<file path="src/rtl/bp_cfg_sequencer_pkg.sv">
// Shared constants for the post-reset config sequencer: register map, write order and FSM states.
// The RD/ERROR states exist only when BP_CFG_SEQ_READBACK_EN is defined.
package bp_cfg_sequencer_pkg;

   localparam int cfg_reg_addr_width_lp = 16;

   localparam logic [15:0] cfg_addr_freeze_c      = 16'h0200;
   localparam logic [15:0] cfg_addr_core_id_c     = 16'h0201;
   localparam logic [15:0] cfg_addr_lce_id0_c     = 16'h0202;
   localparam logic [15:0] cfg_addr_lce_id1_c     = 16'h0203;
   localparam logic [15:0] cfg_addr_cce_id_c      = 16'h0204;
   localparam logic [15:0] cfg_addr_icache_mode_c = 16'h0205;
   localparam logic [15:0] cfg_addr_dcache_mode_c = 16'h0206;
   localparam logic [15:0] cfg_addr_cce_mode_c    = 16'h0207;

   // Per-core write order, indexed by reg_cnt.
   localparam logic [15:0] cfg_reg_order_c [8] = '{
      cfg_addr_freeze_c,
      cfg_addr_core_id_c,
      cfg_addr_lce_id0_c,
      cfg_addr_lce_id1_c,
      cfg_addr_cce_id_c,
      cfg_addr_icache_mode_c,
      cfg_addr_dcache_mode_c,
      cfg_addr_cce_mode_c
   };

   typedef enum logic [2:0] {
      S_IDLE     = 3'd0,
      S_CFG      = 3'd1,
      S_UNFREEZE = 3'd2,
      S_DONE     = 3'd3
`ifdef BP_CFG_SEQ_READBACK_EN
      ,
      S_RD       = 3'd4,
      S_ERROR    = 3'd5
`endif
   } seq_state_e;

endpackage

</file>
<file path="src/rtl/bp_cfg_seq_datagen.sv">
// Combinational map from sequencer position (reg_cnt, core_cnt, phase) and mode inputs
// to the config register address and zero-extended write data.
module bp_cfg_seq_datagen
   import bp_cfg_sequencer_pkg::*;
#(
   parameter int core_width_p = 2,
   parameter int addr_width_p = 16,
   parameter int data_width_p = 32
)(
   input  logic [2:0]              reg_idx_i,
   input  logic [core_width_p-1:0] core_idx_i,
   input  logic                    unfreeze_i,
   input  logic [1:0]              icache_mode_i,
   input  logic [1:0]              dcache_mode_i,
   input  logic [1:0]              cce_mode_i,
   output logic [addr_width_p-1:0] addr_o,
   output logic [data_width_p-1:0] data_o
);

   always_comb begin
      addr_o = addr_width_p'(cfg_reg_order_c[reg_idx_i]);
      data_o = '0;
      if (unfreeze_i) begin
         addr_o = addr_width_p'(cfg_addr_freeze_c);
      end else begin
         case (reg_idx_i)
            3'd0:    data_o = data_width_p'(1'b1);
            3'd1:    data_o = data_width_p'(core_idx_i);
            3'd2:    data_o = data_width_p'({core_idx_i, 1'b0});
            3'd3:    data_o = data_width_p'({core_idx_i, 1'b1});
            3'd4:    data_o = data_width_p'(core_idx_i);
            3'd5:    data_o = data_width_p'(icache_mode_i);
            3'd6:    data_o = data_width_p'(dcache_mode_i);
            default: data_o = data_width_p'(cce_mode_i);
         endcase
      end
   end

endmodule

</file>
<file path="src/rtl/bp_cfg_sequencer.sv">
// Post-reset config sequencer: freezes and programs each core, then releases them in order.
// Define BP_CFG_SEQ_READBACK_EN to read back and verify every write.
module bp_cfg_sequencer
   import bp_cfg_sequencer_pkg::*;
#(
   parameter int num_core_p       = 4,
   parameter int cfg_addr_width_p = 16,
   parameter int cfg_data_width_p = 32,
   parameter int auto_start_p     = 1,
   localparam int dest_width_lp   = (num_core_p > 1) ? $clog2(num_core_p) : 1
)(
   input  logic                        clk_i,
   input  logic                        reset_i,
   input  logic                        start_i,
   input  logic [1:0]                  icache_mode_i,
   input  logic [1:0]                  dcache_mode_i,
   input  logic [1:0]                  cce_mode_i,
   output logic                        cfg_v_o,
   input  logic                        cfg_ready_i,
   output logic                        cfg_w_o,
   output logic [dest_width_lp-1:0]    cfg_dest_o,
   output logic [cfg_addr_width_p-1:0] cfg_addr_o,
   output logic [cfg_data_width_p-1:0] cfg_data_o,
   input  logic                        cfg_rdata_v_i,
   input  logic [cfg_data_width_p-1:0] cfg_rdata_i,
   output logic                        busy_o,
   output logic                        done_o,
   output logic                        error_o
);

   seq_state_e                  state_q, state_d;
   logic [2:0]                  reg_cnt_q, reg_cnt_d;
   logic [dest_width_lp-1:0]    core_cnt_q, core_cnt_d;
   logic                        unfreeze_q, unfreeze_d;
   logic                        cfg_v_q, cfg_v_d;
   logic [dest_width_lp-1:0]    cfg_dest_q, cfg_dest_d;
   logic [cfg_addr_width_p-1:0] cfg_addr_q, cfg_addr_d;
   logic [cfg_data_width_p-1:0] cfg_data_q, cfg_data_d;
   logic                        busy_q, busy_d;
   logic                        done_q, done_d;
`ifdef BP_CFG_SEQ_READBACK_EN
   logic                        cfg_w_q, cfg_w_d;
   logic                        rd_wait_q, rd_wait_d;
   logic                        error_q, error_d;
`endif

   logic                        accept;
   logic                        start_seq;
   logic                        wr_step;
   logic                        last_core;
   logic                        load_payload;
   logic [cfg_addr_width_p-1:0] gen_addr;
   logic [cfg_data_width_p-1:0] gen_data;

   assign accept    = cfg_v_q & cfg_ready_i;
   assign last_core = (core_cnt_q == dest_width_lp'(num_core_p - 1));
   assign start_seq = ((state_q == S_IDLE) && ((auto_start_p != 0) || start_i))
                   || ((state_q == S_DONE) && start_i);

`ifdef BP_CFG_SEQ_READBACK_EN
   // A write only counts as complete once its readback has matched.
   assign wr_step = (state_q == S_RD) && rd_wait_q && cfg_rdata_v_i
                 && (cfg_rdata_i == cfg_data_q);
`else
   assign wr_step = accept && ((state_q == S_CFG) || (state_q == S_UNFREEZE));
`endif

   always_comb begin
      state_d      = state_q;
      reg_cnt_d    = reg_cnt_q;
      core_cnt_d   = core_cnt_q;
      unfreeze_d   = unfreeze_q;
      cfg_v_d      = cfg_v_q;
      busy_d       = busy_q;
      done_d       = done_q;
      load_payload = 1'b0;
`ifdef BP_CFG_SEQ_READBACK_EN
      cfg_w_d      = cfg_w_q;
      rd_wait_d    = rd_wait_q;
      error_d      = error_q;
`endif
      if (start_seq) begin
         state_d      = S_CFG;
         reg_cnt_d    = '0;
         core_cnt_d   = '0;
         unfreeze_d   = 1'b0;
         cfg_v_d      = 1'b1;
         busy_d       = 1'b1;
         done_d       = 1'b0;
         load_payload = 1'b1;
`ifdef BP_CFG_SEQ_READBACK_EN
         cfg_w_d      = 1'b1;
`endif
      end else if (wr_step) begin
`ifdef BP_CFG_SEQ_READBACK_EN
         cfg_w_d = 1'b1;
`endif
         if (unfreeze_q && last_core) begin
            state_d = S_DONE;
            cfg_v_d = 1'b0;
            busy_d  = 1'b0;
            done_d  = 1'b1;
         end else begin
            cfg_v_d      = 1'b1;
            load_payload = 1'b1;
            state_d      = S_CFG;
            if (unfreeze_q) begin
               core_cnt_d = core_cnt_q + dest_width_lp'(1);
               state_d    = S_UNFREEZE;
            end else begin
               reg_cnt_d = reg_cnt_q + 3'd1;
               if (reg_cnt_q == 3'd7) begin
                  if (last_core) begin
                     core_cnt_d = '0;
                     unfreeze_d = 1'b1;
                     state_d    = S_UNFREEZE;
                  end else begin
                     core_cnt_d = core_cnt_q + dest_width_lp'(1);
                  end
               end
            end
         end
      end
`ifdef BP_CFG_SEQ_READBACK_EN
      else if (accept && ((state_q == S_CFG) || (state_q == S_UNFREEZE))) begin
         // Reissue the same dest/addr as a read; payload registers hold the expected data.
         state_d   = S_RD;
         cfg_w_d   = 1'b0;
         rd_wait_d = 1'b0;
      end else if ((state_q == S_RD) && !rd_wait_q && accept) begin
         cfg_v_d   = 1'b0;
         rd_wait_d = 1'b1;
      end else if ((state_q == S_RD) && rd_wait_q && cfg_rdata_v_i) begin
         state_d = S_ERROR;
         error_d = 1'b1;
         cfg_v_d = 1'b0;
         busy_d  = 1'b0;
      end
`endif
   end

   bp_cfg_seq_datagen #(
      .core_width_p (dest_width_lp),
      .addr_width_p (cfg_addr_width_p),
      .data_width_p (cfg_data_width_p)
   ) u_datagen (
      .reg_idx_i     (reg_cnt_d),
      .core_idx_i    (core_cnt_d),
      .unfreeze_i    (unfreeze_d),
      .icache_mode_i (icache_mode_i),
      .dcache_mode_i (dcache_mode_i),
      .cce_mode_i    (cce_mode_i),
      .addr_o        (gen_addr),
      .data_o        (gen_data)
   );

   // Payload only moves when a new request is launched, keeping it stable under backpressure.
   always_comb begin
      cfg_dest_d = cfg_dest_q;
      cfg_addr_d = cfg_addr_q;
      cfg_data_d = cfg_data_q;
      if (load_payload) begin
         cfg_dest_d = core_cnt_d;
         cfg_addr_d = gen_addr;
         cfg_data_d = gen_data;
      end
   end

   always_ff @(posedge clk_i or posedge reset_i) begin
      if (reset_i) begin
         state_q    <= S_IDLE;
         reg_cnt_q  <= '0;
         core_cnt_q <= '0;
         unfreeze_q <= 1'b0;
         cfg_v_q    <= 1'b0;
         cfg_dest_q <= '0;
         cfg_addr_q <= '0;
         cfg_data_q <= '0;
         busy_q     <= 1'b0;
         done_q     <= 1'b0;
`ifdef BP_CFG_SEQ_READBACK_EN
         cfg_w_q    <= 1'b1;
         rd_wait_q  <= 1'b0;
         error_q    <= 1'b0;
`endif
      end else begin
         state_q    <= state_d;
         reg_cnt_q  <= reg_cnt_d;
         core_cnt_q <= core_cnt_d;
         unfreeze_q <= unfreeze_d;
         cfg_v_q    <= cfg_v_d;
         cfg_dest_q <= cfg_dest_d;
         cfg_addr_q <= cfg_addr_d;
         cfg_data_q <= cfg_data_d;
         busy_q     <= busy_d;
         done_q     <= done_d;
`ifdef BP_CFG_SEQ_READBACK_EN
         cfg_w_q    <= cfg_w_d;
         rd_wait_q  <= rd_wait_d;
         error_q    <= error_d;
`endif
      end
   end

   assign cfg_v_o    = cfg_v_q;
   assign cfg_dest_o = cfg_dest_q;
   assign cfg_addr_o = cfg_addr_q;
   assign cfg_data_o = cfg_data_q;
   assign busy_o     = busy_q;
   assign done_o     = done_q;
`ifdef BP_CFG_SEQ_READBACK_EN
   assign cfg_w_o    = cfg_w_q;
   assign error_o    = error_q;
`else
   logic unused_rdata;
   assign unused_rdata = ^{cfg_rdata_v_i, cfg_rdata_i};
   assign cfg_w_o      = 1'b1;
   assign error_o      = 1'b0;
`endif

endmodule
</file>
<file path="config.mk">
export PLATFORM = sky130hd
export DESIGN_NAME = bp_cfg_sequencer
export DESIGN_NICKNAME = d
export VERILOG_FILES = /design/src/rtl/bp_cfg_sequencer_pkg.sv /design/src/rtl/bp_cfg_seq_datagen.sv /design/src/rtl/bp_cfg_sequencer.sv
export SDC_FILE = /design/constraint.sdc
export NUM_CORES = 1
export LEC_CHECK = 0
export ABC_AREA = 0
export BUFFER_PORTS_ARGS = -buffer_cell sky130_fd_sc_hd__buf_2
export CAP_MARGIN = 10
export CORE_AREA = 2 2 61 63
export DETAILED_ROUTE_END_ITERATION = 10
export DIE_AREA = 0 0 63 65
export PLACE_DENSITY = 0.82
export SYNTH_ARGS = -nofsm -noshare
export SYNTH_HDL_FRONTEND = slang
export SYNTH_SLANG_ARGS = --single-unit
export TNS_END_PERCENT = 100
</file>
<file path="constraint.sdc">
create_clock -name clk_i -period 5.25 [get_ports clk_i]
set_clock_uncertainty 0.2 [all_clocks]
set_input_delay 0 -clock clk_i [delete_from_list [all_inputs] [get_ports clk_i]]
set_output_delay 0 -clock clk_i [all_outputs]
set_load 0.005 [all_outputs]
</file>
After elaboration in Yosys (flattened, before gate mapping)
Memory sizes are Yosys's and may differ from the RTL's. Cells that the tools add are included.

Add/sub/neg operators: 2. Multipliers: 0. Divide/modulo/power cells: 0. $lt $le $gt $ge: 1. Equality and inequality tests: 11. Shift-type cells: 0. Multiplexer cells: 38. Bitwise operators: 2. Reduce and logical (&&, ||, !) cells: 11.

Operators by type and width (count): 16-bit two-way mux (3); 32-bit two-way mux (1); 2-bit two-way mux (10); 3-bit two-way mux (6); 3-bit case mux with 6 select lines (1); 1-bit two-way mux (17); 3-bit by 2-bit == test with 1-bit output, second input constant (4); 3-bit == test, second input constant (4); 3-bit by 1-bit == test with 1-bit output, second input constant (2); 3-bit logical NOT (2); 4-bit >= comparator, second input constant (1); 3-bit NOT with 4-bit output (1); 2-bit nonzero test (2); 3-bit by 1-bit adder with 3-bit output, second input constant (1); 1-bit logical AND (3); 2-bit by 1-bit adder with 2-bit output, second input constant (1); 2-bit == test, second input constant (1); 1-bit logical OR (2); 2-bit AND reduction (1); 2-bit OR reduction (1); 1-bit bitwise AND (1).

Bits in registers: 62. Latch bits: 0. Bits in writable memories: 0. Bits in read-only memories: 128. Word-level logic and storage cells: 76. Memories kept: 1.

Memories: (name not given) (words 8, width 16, rd ports 1, clocked after Yosys merged registers in 0, wr ports 0, RTL line bp_cfg_seq_datagen.sv:21) `addr_o = addr_width_p'(cfg_reg_order_c[reg_idx_i]);`.

Logic depth before layout (Yosys ltp)
Gate-level depths: netlist of run 1.

Depth in word-level cells: 10. Gate-level depth with buffers: 9.

Modules after synthesis
Synthesis of run 1 repeated with hierarchy kept, for this count alone.

Cell total of the unflattened synthesis: 245. Area total of the unflattened synthesis: 3006.6 µm².

By module, submodules not included: bp_cfg_sequencer (times used 1, cells each 179, area an instance 2533.7 µm², sequential area each 1526.5 µm²); bp_cfg_seq_datagen (times used 1, cells each 66, area an instance 473.0 µm², sequential area each 0.0 µm²).

Least setup slack after synthesis of run 1
Ideal clock, no wire load.

Kind: reg-to-reg. Start: reg state_q[0]. End: reg cfg_data_q[1], in the netlist cfg_data_o[1]. Library setup time: 0.066 ns. Arrival time: 1.987 ns. Data required time: 4.984 ns. Path slack: 2.997 ns. Stages on the path, launching flop included: 9. Path buffers: 1. Clock period less this slack: 2.253 ns. Cells stage by stage: dfrtp_1 -> inv_1 -> ha_1 -> and3_1 -> clkbuf_1 -> a311o_1 -> or3_4 -> o221ai_1 -> a22o_1.

Longest elaborated chain between the ends: 9. Elaborated cells on any way between the ends: 26.

Ends and longest elaborated chain: start: declaration (RTL line bp_cfg_sequencer.sv:31) `seq_state_e state_q, state_d;`; start signal: assignment (RTL line bp_cfg_sequencer.sv:187) `state_q <= state_d;`; 3-bit by 1-bit == test with 1-bit output / 3-bit by 2-bit == test with 1-bit output (equally long branches) (RTL line bp_cfg_sequencer.sv:65) `assign wr_step = accept && ((state_q == S_CFG) || (state_q == S_UNFREEZE));`; 1-bit logical OR (RTL line bp_cfg_sequencer.sv:65); 1-bit logical AND (RTL line bp_cfg_sequencer.sv:65); 3-bit two-way mux (RTL line bp_cfg_sequencer.sv:94) `end else if (wr_step) begin`; 3-bit two-way mux (RTL line bp_cfg_sequencer.sv:82) `if (start_seq) begin`; 3-bit by 1-bit == test with 1-bit output / 3-bit == test (equally long branches) (RTL line bp_cfg_seq_datagen.sv:26) `case (reg_idx_i)`; 2-bit OR reduction (no source line); 3-bit case mux with 6 select lines (RTL line bp_cfg_seq_datagen.sv:26); 32-bit two-way mux (RTL line bp_cfg_seq_datagen.sv:23) `if (unfreeze_i) begin`; end signal: assignment (RTL line bp_cfg_sequencer.sv:194) `cfg_data_q <= cfg_data_d;`; end: declaration (RTL line bp_cfg_sequencer.sv:38) `logic [cfg_data_width_p-1:0] cfg_data_q, cfg_data_d;`.

Parallel ways exist; a longest one is shown, timed or not. A chain may end at the register's enable or synchronous reset.

Final worst setup path of run 1
Start: reg state_q[0]. End: reg cfg_data_q[0], in the netlist cfg_data_o[0].

The elaborated chain is that of the path after synthesis.

==> flow_summary.ini, run 1 <==
[worst_hold_path]
min-delay-path-class = input pin to register
hold_path_depth = 6

[worst_setup_path]
path_max_fanout = 7
critical_path_start_end_classification = register to register
startpoint_type = register
critical_path_rt_ns = 5.25
worstPathArrival_ns = 3.11
timing.critical_path.to_type = register
r2r.worst_path.cells = 8

[logic_synthesis]
synth_simple_gate_area_share = 0.1674
synth_top_family_by_area = buffers and inverters
synth_seq_area_share = 0.3398
synth_compound_area_frac = 0.1376
synth_warnings = 0
count_of_flip_flops_with_a_built_in_enable_after_synthesis = 0
xor_and_xnor_fraction_of_the_mapped_netlist_area = 0.005947
synth.most_common_cell = buf_4
post_synth_fa_ha_maj_area_fraction = 0.04248
synth_top_cell_area_share = 0.3398
syn_inst = 164
ys.flop_type = dfrtp_1
synth_seq_cells = 20
yosysTopAreaCell = dfrtp_1
synth.avg_cell_area_um2 = 8.980
ys_async_sr_fraction = 1.000
post_synth_main_area_contributors = dfrtp_1 34%, buf_4 23%, nand2_1 5.1%
synth.lib_cells_used.distinct = 38
post_synth_instance_area_mm2 = 0.001473
synth.area.mux_share = 0.03653
commonest_cells_in_the_synthesized_netlist = 45 x buf_4, 20 x dfrtp_1, 20 x nand2_1, 7 x nor2_1, 7 x o21ai_0

[floorplanning]
ioPinCount = 98
fp.dieArea_mm2 = 0.004095
core_mm2 = 0.003496
initial_utilization = 0.4213
floorplan.die.height_um = 65
chipWidth_um = 63
std_cell_rows = 22

[sta]
finalCriticalPeriod_ns = 3.106
unrepaired_setup_endpoints_after_global_routing = no
final-hold-violation-count = 0
final.setup.tns_ns = 0
finalWorstSetupSlack_ns = 2.144
period_share = 0.5915
worst-slew-pin-transition_ns = 0.7783
timing.fmax_ghz = 0.3220
number_of_max_slew_violations_in_the_final_report = 0
worst_slew_margin_relative_to_its_limit = 0.4806
setup_viol = 0

[clock_network]
tritoncts = yes
cts_resized = 0
cts_buffers = 3
cts_htree_levels = 1
worst_skew_pair.late_latency_ns = 0.31
clockRootBuffer = clkbuf_4
clock_tree.buffer_depth = 2
cts_sinks = 20
worst_setup_hold_path_clk_slew_ns = 0.11

[route]
vias_per_cell = 4.474
drt_wl_total_mm = 2.594
drc = 0
dr.first_iter.drc_count = 21
wl_per_cell_um = 11.09
ant_nets = 0
drt_pass1_iterations = 4
vias = 1047

[placement]
place.detailed.hpwl_mm = 1.976
numPortBuffers = 21
detailedPlace.worstSlack_ns = 2.715
place.gp.congestion = 0.8537

[power]
power.static_leakage_nw = 0.8352
power-per-cell-area_mw_per_mm2 = 162.6
vdd_ir_drop_max_v = 0.0001462

[final_layout]
synthToLayoutAreaGrowth_pct = 2.294
final_layout_size_suffix_gt1_frac = 0.1613
antenna_cells = 0
seq_cell_area_um2 = 500.5
finish.net_count = 236
fillers = 384
multi_input_comb_area_um2 = 735.7

[global_route]
grt_start_max_net_pins = 21
wire_length_of_the_first_global_routing_pass_mm = 4.181
grt_antenna_before_repair = 0
first_global_vias = 930
grtUsageTotal = 0.1298
grt_remaining_overflow = 0

[run_status]
outcome = complete, no violations

[flow_run]
drv.max_cap_violation_count = 0
-- sequential cells by signal, indices dropped and copies added (netlist names) --
| name | count |
|---|---|
| busy_o | 1 |
| cfg_addr_o | 4 |
| cfg_data_o | 3 |
| cfg_dest_o | 2 |
| cfg_v_o | 1 |
| core_cnt_q | 2 |
| done_o | 1 |
| reg_cnt_q | 3 |
| state_q | 2 |
| unfreeze_q | 1 |
-- stage by stage --
| stage | hold WS [ns] | instance area, um^2 | std cells | power (mW) | utilization |
|---|---|---|---|---|---|
| 2_1_floorplan | -0.2362 | 1627 | 205 | 0.1894 | - |
| 3_3_place_gp | -0.03380 | 1424 | 225 | 0.1709 | 0.4073 |
| 3_5_place_dp | -0.02228 | 1424 | 225 | 0.1710 | 0.4073 |
| 4_1_cts | 0.02569 | 1506 | 234 | 0.2458 | 0.4309 |
| 5_1_grt | 0.06594 | 1506 | 234 | 0.2539 | 0.4309 |
| 6_report | 0.02524 | 1506 | 234 | 0.2449 | 0.4309 |
-- cell families (layout without fill, tap and decap cells) --
family / count (synthesis) / after routing
flops: 20 / 20
buf+inv: 55 / 36
mux: 4 / 4
simple gates: 48 / 48
compound gates: 29 / 29
other cells: 2 / 43
fa+ha+maj: 5 / 5
xor+xnor: 1 / 1
-- routing by layer --
metal / up-vias / GRT usage / wire length, um
li1: 514 / - / -
met1: 479 / 0.1564 / 1094
met2: 50 / 0.2301 / 1272
met3: 4 / 0.02778 / 192
met5: - / 0 / 0
met4: 0 / 0.04167 / 35
-- worst paths after layout --
check / end / slack [ns] / from
setup / recovery: cfg_data_o[0] / 2.14 / state_q[0]
hold / removal: cfg_data_o[1] / 0.03 / icache_mode_i[1]
setup reg to reg: cfg_data_o[0] / 2.14 / state_q[0]
hold reg to reg: cfg_addr_o[9] / 0.28 / cfg_addr_o[9]
max in group asynchronous: core_cnt_q[1] / 4.19 / reset_i
min in group asynchronous: cfg_v_o / 0.17 / reset_i
-- report_power, final --
group | leakage (nW) | switching (mW) | internal (mW) | total [mW]
logic | 0.547 | 0.0121 | 0.00496 | 0.0171
registers | 0.274 | 0 | 0.154 | 0.154
clock network | 0.0138 | 0.0471 | 0.0268 | 0.0739
-- worst max-delay path, stage by stage, from the launching register on --
cell	delay, ns
dfrtp_1	0.39
inv_1	0.05
ha_1	0.32
and4b_1	0.46
mux2i_4	0.39
o211ai_1	0.16
nand2b_1	0.20
a221o_1	0.28
dlygate4sd3_1	0.55
-- cells in the final DEF (no fill, tap or decap), drive strengths merged, types with 2 or more instances in the layout --
| cell | Yosys | final |
|---|---|---|
| buf | 47 | 21 |
| nand4b | 2 | 2 |
| a21o | 2 | 2 |
| mux2i | 3 | 3 |
| clkbuf | 2 | 3 |
| nand2b | 5 | 5 |
| dfrtp | 20 | 20 |
| ha | 5 | 5 |
| a21oi | 5 | 5 |
| o21ai | 8 | 8 |
| conb | 2 | 43 |
| a22o | 3 | 3 |
| o211ai | 3 | 3 |
| nor2 | 7 | 7 |
| nor3 | 3 | 3 |
| inv | 6 | 6 |
| nand2 | 20 | 20 |
| dlygate4sd3 | 0 | 6 |
| nand3 | 4 | 4 |
| a31oi | 2 | 2 |
-- layout make-up --
cell class,instances,area share
Multi-Input combinational cell,130,0.4884
Tap cell,48,0.03987
Sequential cell,20,0.3322
Clock buffer,3,0.01495
Timing Repair Buffer,27,0.1096
Inverter,6,0.01495
-- what timing repair did --
item,4_1_cts,5_1_grt
buffers inserted,0,0
hold buffers,6,0
endpoints found under the hold margin,27,0
(Power assumes the default switching activity.)
==> inputs of run 2 (changes only) <==
--- a/config.mk
+++ b/config.mk
@@ -8,10 +8,10 @@
 export ABC_AREA = 0
 export BUFFER_PORTS_ARGS = -buffer_cell sky130_fd_sc_hd__buf_2
 export CAP_MARGIN = 10
-export CORE_AREA = 2 2 61 63
+export CORE_AREA = 2 2 63 65
 export DETAILED_ROUTE_END_ITERATION = 10
-export DIE_AREA = 0 0 63 65
-export PLACE_DENSITY = 0.82
+export DIE_AREA = 0 0 65 67
+export PLACE_DENSITY = 0.77
 export SYNTH_ARGS = -nofsm -noshare
 export SYNTH_HDL_FRONTEND = slang
 export SYNTH_SLANG_ARGS = --single-unit
==> constraint.sdc (replaced) <==
create_clock -name clk_i -period 2.91 [get_ports clk_i]
set_clock_uncertainty 0.2 [all_clocks]
set_input_delay 0 -clock clk_i [delete_from_list [all_inputs] [get_ports clk_i]]
set_output_delay 0 -clock clk_i [all_outputs]
set_load 0.005 [all_outputs]
==> run 2 against run 1 <==
Combinational power grew 87%. Largest power group unchanged. Final cell count grew 1.3%. First-iteration DRC count grew 29%. Count of clock-buffer cells in the layout grew 1. Sequential share of layout area shrank 1.0 points. Highest routed layer unchanged. Largest cell class unchanged. Via count shrank 1.4%. Critical path type unchanged. Worst hold slack gained 0.046 ns. Maximum frequency grew 24%.
==> flow_summary.ini, run 2 (synthesis gave the netlist of run 1 again) <==
[sta]
final.setup.tns_ns = 0
worst-slew-pin-transition_ns = 0.7511
final-hold-violation-count = 0
worst_slew_margin_relative_to_its_limit = 0.4987
number_of_max_slew_violations_in_the_final_report = 0
timing.fmax_ghz = 0.3981
period_share = 0.8632
unrepaired_setup_endpoints_after_global_routing = no
setup_viol = 0
finalCriticalPeriod_ns = 2.512

[global_route]
grt_start_max_net_pins = 21
grt_antenna_before_repair = 0
globalRouteMet2Util = 0.1920
globalRoute.busiestLayer = met2
grt_remaining_overflow = 0
use_met1 = 0.1557
grtUsageTotal = 0.1172
wire_length_of_the_first_global_routing_pass_mm = 3.933
first_global_vias = 895
met3_usage = 0.02534

[route]
dr.first_iter.drc_count = 27
drc = 0
vias = 1032
drt_wl_total_mm = 2.474
vias_per_cell = 4.354
drt_pass1_iterations = 4
ant_nets = 0
wl_per_cell_um = 10.44

[clock_network]
cts_htree_levels = 1
cts_buffers = 3
clockRootBuffer = clkbuf_8
worst_setup_hold_path_clk_slew_ns = 0.07
cts_sinks = 20
clock_tree.buffer_depth = 2
worst_skew_pair.late_latency_ns = 0.26
tritoncts = yes
postCtsSetupBuffers = 0

[flow_run]
drv.max_cap_violation_count = 0

[power]
vdd_ir_drop_max_v = 0.0002640
power-per-cell-area_mw_per_mm2 = 334.9
total_power_mw = 0.5205
power.static_leakage_nw = 0.8557

[final_layout]
finish.net_count = 238
synthToLayoutAreaGrowth_pct = 5.523
seq_cell_area_um2 = 500.5
post-route-util = 0.4310
multi_input_comb_area_um2 = 735.7
antenna_cells = 0
final_cell_mix = 43 x conb_1, 21 x buf_2, 20 x nand2_1, 20 x dfrtp_1
max_reg_flops = 4
final_common_cell = conb_1
fillers = 370
final_cell_count_no_fill = 237
final_cell_area_mm2 = 0.001554
final_layout_size_suffix_gt1_frac = 0.1746

[placement]
numPortBuffers = 21
place.gp.congestion = 0.8646
place.detailed.hpwl_mm = 1.941
detailed_place.area_mm2 = 0.001439
dp_cells = 227

[floorplanning]
initial_utilization = 0.4084
floorplan.die.height_um = 67
fp.dieArea_mm2 = 0.004355
chipWidth_um = 65
std_cell_rows = 22
ioPinCount = 98
core_mm2 = 0.003606

[worst_setup_path]
critical-path-top-delay-family = simple AND/OR/NAND/NOR gates
path_cells = inv_1, ha_1, and4b_1, mux2i_4, o211ai_1, nand2b_1, a221o_1
timing.critical_path.slowest_stage_cell = and4b_1
critPathMaxStageDelay_ns = 0.45
critical_path_rt_ns = 2.86
startpoint_type = register
worstPathArrival_ns = 2.46
timing.critical_path.buf_inv = 1
critical_path_start_end_classification = register to register
timing.critical_path.to_type = register
path_max_fanout = 7
worst-r2r-setup-slack_ns = 0.40

[run_status]
outcome = complete, no violations

[worst_hold_path]
min-delay-path-class = input pin to register
run 2: tightest hold or removal path, stage by stage:
cell and delay, ns:
buf_2 0.07, nand2_1 0.04, nand2_1 0.07, a221oi_2 0.05
o21ai_1 0.12, a221o_1 0.14
run 2: timing repair:
item / in CTS / in global routing
hold buffers: 6 / 0
endpoints found under the hold margin: 25 / 0
resized for setup: 0 / 0
run 2: metal layers:
layer,up-vias,wire length [um],part of all wire
li1,519,-,-
met1,471,1095,0.44
met2,40,1191,0.48
met3,2,168,0.068
met4,0,19,0.0077
met5,-,0,0
run 2: final cells by class:
class | instances | share of cell area
Timing Repair Buffer | 29 | 0.1159
Sequential cell | 20 | 0.3221
Clock buffer | 4 | 0.03543
Tap cell | 48 | 0.03865
Inverter | 6 | 0.01449
Multi-Input combinational cell | 130 | 0.4734
run 2: worst paths after layout:
kind,from,endpoint,cells past startpoint
max in group asynchronous,reset_i,cfg_data_o[1],3
setup reg to reg,state_q[0],cfg_data_o[0],7
min in group asynchronous,reset_i,cfg_v_o,3
hold reg to reg,cfg_addr_o[9],cfg_addr_o[9],1
setup / recovery,state_q[0],cfg_data_o[0],7
hold / removal,dcache_mode_i[0],cfg_data_o[0],6
run 2: power by group:
part	internal [mW]	switching [mW]	total, mW
combinational	0.00982	0.0220	0.0319
sequential	0.278	0	0.278
clock	0.120	0.0904	0.211
total	0.408	0.112	0.520
run 2: through the flow:
step	hold slack, ns	worst slack (ns)
floorplan	-0.2362	0.6572
global placement	-0.03630	0.4334
detailed placement	-0.02384	0.4100
CTS	0.06645	0.3979
global route	0.1249	0.2458
finish	0.07083	0.3981
